--- src/rtl/demux_pkg.sv ---
// demux_pkg: shared defaults and channel constants for the buffered 1:2 demux.
package demux_pkg;
  localparam int DEMUX_WIDTH = 8;
  localparam int DEMUX_DEPTH = 2;
  localparam logic CH0 = 1'b0;
  localparam logic CH1 = 1'b1;
endpackage

--- src/rtl/fifo_fwft.sv ---
// fifo_fwft: first-word-fall-through FIFO. Ports: Clk, Reset_L (async, active-low),
// push/wdata/full on the write side, pop/rdata/empty on the read side.
module fifo_fwft #(
  parameter int WIDTH = 8,
  parameter int DEPTH = 2
) (
  input  logic             Clk,
  input  logic             Reset_L,
  input  logic             push,
  input  logic [WIDTH-1:0] wdata,
  output logic             full,
  input  logic             pop,
  output logic [WIDTH-1:0] rdata,
  output logic             empty
);
  localparam int AW = $clog2(DEPTH);
  logic [AW-1:0] wrPtr, rdPtr;
  logic [AW:0] count;
  logic [WIDTH-1:0] mem [DEPTH];
  logic doPush, doPop;
  assign full = count == (AW+1)'(DEPTH);
  assign empty = count == '0;
  // Full blocks writes even when a pop happens the same cycle; there is no bypass.
  assign doPush = push & !full;
  assign doPop = pop & !empty;
  assign rdata = mem[rdPtr];
  always_ff @(posedge Clk or negedge Reset_L)
    if (!Reset_L) begin
      wrPtr <= '0;
      rdPtr <= '0;
      count <= '0;
      for (int i = 0; i < DEPTH; i++) mem[i] <= '0;
    end else begin
      if (doPush) begin
        mem[wrPtr] <= wdata;
        wrPtr <= wrPtr + AW'(1);
      end
      if (doPop) rdPtr <= rdPtr + AW'(1);
      count <= count + (AW+1)'(doPush) - (AW+1)'(doPop);
    end
endmodule

--- src/rtl/demux12_buf.sv ---
// demux12_buf: buffered 1:2 demux. Ports: Clk, Reset_L (async, active-low), in_* producer
// stream with in_sel destination, out0_*/out1_* consumer streams, cnt0/cnt1 accept counters.
import demux_pkg::*;

module demux12_buf #(
  parameter int WIDTH = DEMUX_WIDTH,
  parameter int DEPTH = DEMUX_DEPTH
) (
  input  logic             Clk,
  input  logic             Reset_L,
  input  logic [WIDTH-1:0] in_data,
  input  logic             in_sel,
  input  logic             in_valid,
  output logic             in_ready,
  output logic [WIDTH-1:0] out0_data,
  output logic             out0_valid,
  input  logic             out0_ready,
  output logic [WIDTH-1:0] out1_data,
  output logic             out1_valid,
  input  logic             out1_ready,
  output logic [7:0]       cnt0,
  output logic [7:0]       cnt1
);
  logic full0, full1, empty0, empty1, push0, push1;
  assign in_ready = in_sel ? !full1 : !full0;
  assign push0 = in_valid & in_ready & (in_sel == CH0);
  assign push1 = in_valid & in_ready & (in_sel == CH1);
  assign out0_valid = !empty0;
  assign out1_valid = !empty1;
  fifo_fwft #(.WIDTH(WIDTH), .DEPTH(DEPTH)) fifo0 (
    .Clk(Clk), .Reset_L(Reset_L), .push(push0), .wdata(in_data), .full(full0),
    .pop(out0_ready), .rdata(out0_data), .empty(empty0)
  );
  fifo_fwft #(.WIDTH(WIDTH), .DEPTH(DEPTH)) fifo1 (
    .Clk(Clk), .Reset_L(Reset_L), .push(push1), .wdata(in_data), .full(full1),
    .pop(out1_ready), .rdata(out1_data), .empty(empty1)
  );
  always_ff @(posedge Clk or negedge Reset_L)
    if (!Reset_L) begin
      cnt0 <= '0;
      cnt1 <= '0;
    end else begin
      if (push0) cnt0 <= cnt0 + 8'd1;
      if (push1) cnt1 <= cnt1 + 8'd1;
    end
endmodule

--- config.mk ---
export PLATFORM = sky130hd
export DESIGN_NAME = demux12_buf
export DESIGN_NICKNAME = d
export VERILOG_FILES = /design/src/rtl/demux_pkg.sv /design/src/rtl/fifo_fwft.sv /design/src/rtl/demux12_buf.sv
export SDC_FILE = /design/constraint.sdc
export NUM_CORES = 1
export LEC_CHECK = 0
export ABC_AREA = 1
export BUFFER_PORTS_ARGS = -buffer_cell sky130_fd_sc_hd__buf_2
export CORE_UTILIZATION = 50
export DETAILED_ROUTE_END_ITERATION = 8
export PLACE_DENSITY = 0.86
export REMOVE_ABC_BUFFERS = 1
export SLEW_MARGIN = 15
export SYNTH_ARGS = -nofsm -noshare
export SYNTH_HDL_FRONTEND = slang
export SYNTH_SLANG_ARGS = --single-unit
--- constraint.sdc ---
create_clock -name Clk -period 1.52 [get_ports Clk]
set_input_delay 0.152 -clock Clk [delete_from_list [all_inputs] [get_ports Clk]]
set_output_delay 0.152 -clock Clk [all_outputs]
set_load 0.02 [all_outputs]
==> metrics <==
run status finished, final reports clean; Arr. time, crit path 1.67 ns; Root Buffer clkbuf_8; pwr dens 2104 nW/um2; critical path launch point type register; total CTS buffers 5; Post-Syn Area per Cell 8.428 um2; IO Count 49; net switching fraction of the power 40.79%; layout cells sized above 1 28.97%; reg2reg path depth 7; Rows 26; slew margin rel. 80.14%; Via density 4.889; P_leak 1.832 nW; clock sink count 56; Gate Count Post-Synth 326; clk slew on worst S/H paths 0.10 ns; core area 5205 um2; clock network fraction of total power 18.4%; WL/cell 12.18 um; period utilisation layout 97.01%; GR Util All Layers 20.29%; max-cap viol count 0; Starting Density 52.79%; post-synthesis sequential area ratio 51.00%; hold depth 3; pin count of the biggest net entering global routing 57; VDD IR-drop max 1.027 mV; synthesized area 2748 um2; flop-to-flop setup slack 0.05 ns; Net Switching 0.002892 W; Layout fillers 439; ANT cells 0; Max Clk Rate 678.1 MHz; clock latency on the worst-skew pair 0.31 ns; drt pass-1 iters 4; htree depth 2; Worst Setup End Kind register; global-route wire length before repair 9384 um; post-layout power 0.007089 W; die footprint 5796 um2; FF-to-FF End fifo1.count[1]; final wirelength 5604 um; internal cell power 0.004197 W; clock buffer depth 2; Hold Slack 0.1474 ns; pre-CTS setup slack -0.03926 ns; Layout Nets 409; Fin. Hold Viols 0; # port buffers 48; Final WS setup 0.04538 ns; HP Start in_data[2]; crit path kind register to register; Die Y 76.13 um; final setup vio count 0; sequential power share 36.3%; DR DRC count 0; antenna violations before repair 0; Yosys Warn Count 0; vias in the first global route 2107; Crit Path Max Fanout 2; synth unique cells 24; CTS tree done; HP Class primary input to register; RR Startpoint fifo1.count[0]; WHS Endpoint fifo1.mem[2]; Gate power share 45.3%; Cell Count, Final, Fillers Out 460; post-layout min period 1.475 ns; fin util 64.74%; critical path data required time 1.72 ns; antenna viol nets, final 0; initial drt markers 123; Routability Congestion 0.8210; #FFs+latches synth 56; Worst Tran Pin Value 0.2979 ns; Post-DP HPWL 3717 um; grt total ovfl 0; Die X 76.13 um; Final Skew 0.005426 ns; max-slew violations 0; Layout area overhead 22.63%; DR vias 2249; placed cell count 445
## critical path: stages (launching register included)
cell,delay (ns)
dfrtp_1,0.40
or2_4,0.27
nand2_2,0.08
inv_2,0.04
ha_4,0.26
inv_2,0.04
ha_4,0.15
xnor2_2,0.13
## Yosys cell counts
library cell | instances | area, um2
nand3_4 | 1 | 17.52
nand2_4 | 2 | 22.52
clkinv_1 | 2 | 7.510
o21ai_1 | 2 | 10.01
nand2_2 | 5 | 31.28
or2_2 | 2 | 12.51
dfrtp_1 | 56 | 1401
buf_2 | 3 | 15.01
inv_1 | 25 | 93.84
inv_2 | 2 | 7.510
nor2_1 | 8 | 30.03
xnor2_1 | 6 | 52.55
nor3_1 | 1 | 5.000
buf_6 | 4 | 45.04
o21ai_0 | 16 | 80.08
o21ai_2 | 16 | 140.1
nor2_2 | 1 | 6.260
xor2_1 | 7 | 61.31
nand3b_1 | 2 | 15.01
inv_4 | 1 | 6.260
ha_1 | 6 | 75.07
nand2_1 | 151 | 566.8
buf_8 | 1 | 15.01
nand3_1 | 6 | 30.03
## layout make-up
cell class	count	area [um2]	area share [%]
Timing Repair Buffer	64	375.4	11.14
Inverter	30	122.6	3.639
Tap cell	70	87.58	2.599
Sequential cell	56	1401	41.59
Multi-Input combinational cell	232	1224	36.32
Clock inverter	3	90.09	2.674
Clock buffer	5	68.82	2.042
## kinds of logic after synthesis
group / synth area share [%]
simple gates: 26.82
xor+xnor: 4.144
fa+ha+maj: 2.732
buf+inv: 6.922
compound gates: 8.379
flops: 51.00
## registers in the layout, indices dropped and copies added, names as in the netlist
register,cells
cnt0,8
cnt1,8
fifo0.count,2
fifo0.mem,16
fifo0.rdPtr,1
fifo0.wrPtr,1
fifo1.count,2
fifo1.mem,16
fifo1.rdPtr,1
fifo1.wrPtr,1
## per-layer routing
layer  track usage [%]  share of wire (%)  routed length (um)  vias up
met5                 0                  0                   0        -
met3             4.551                4.8                 269        4
met4             6.154               0.75                  42        0
met2             35.09                 50                2797       56
li1                  -                  -                   -     1123
met1             25.37                 45                2494     1066
## power groups by stage
stage / sequential [W] / clock, W / combinational (W)
after global routing: 0.00267 / 0.00138 / 0.00356
after detailed placement: 0.00258 / 0 / 0.00295
after floorplan: 0.00268 / 0 / 0.00185
after global placement: 0.00254 / 0 / 0.00284
final: 0.00257 / 0.00131 / 0.00321
after CTS: 0.00255 / 0.00132 / 0.00302
## cell usage in the layout, fill, tap and decap left out
cell type and count:
nand2_1 149, nor2_1 8, inv_1 22, clkinvlp_4 2
ha_2 1, o21ai_1 2, nand3b_1 2, nand3_1 6
o21ai_2 16, xor2_1 7, buf_4 14, inv_2 5
nor2_4 1, buf_2 48, nand3_4 1, o21ai_0 16
nand2_4 4, ha_1 3, or2_4 2, nor3_1 1
dfrtp_1 56, xnor2_2 2, inv_4 1, nand2_2 5
bufinv_16 3, ha_4 2, xnor2_1 4, dlygate4sd3_1 1
buf_12 1, clkbuf_8 5
## repair_timing
| item | 4_1_cts | 5_1_grt |
|---|---|---|
| endpoints found under the hold margin | 56 | 0 |
| pin swaps | 2 | 10 |
| resized for setup | 4 | 14 |
| setup buffers | 2 | 4 |
| setup endpoints to repair | 3 | 32 |
| hold buffers | 1 | 0 |
| cloned | 0 | 0 |
## worst max path at each step
stage,startpoint,slack [ns],depth (start not counted),endpoint
6_report,fifo1.count[0],0.05,7,fifo1.count[1]
5_1_grt,fifo0.rdPtr,-0.005,4,out0_data[4]
4_1_cts,fifo1.rdPtr,0.03,4,out1_data[2]
3_5_place_dp,fifo0.count[1],-0.04,7,fifo0.count[1]
3_3_place_gp,fifo0.count[1],0.04,7,fifo0.count[1]
2_1_floorplan,fifo1.count[1],-0.09,7,fifo1.count[1]
## metrics by stage
step	setup TNS (ns)	area, um2
final	0	3369
after global routing	-0.008652	3369
after CTS	0	3274
after detailed placement	-0.05988	3080
after global placement	0	3080
after floorplan	-0.2819	2673
(Power assumes the default switching activity.)
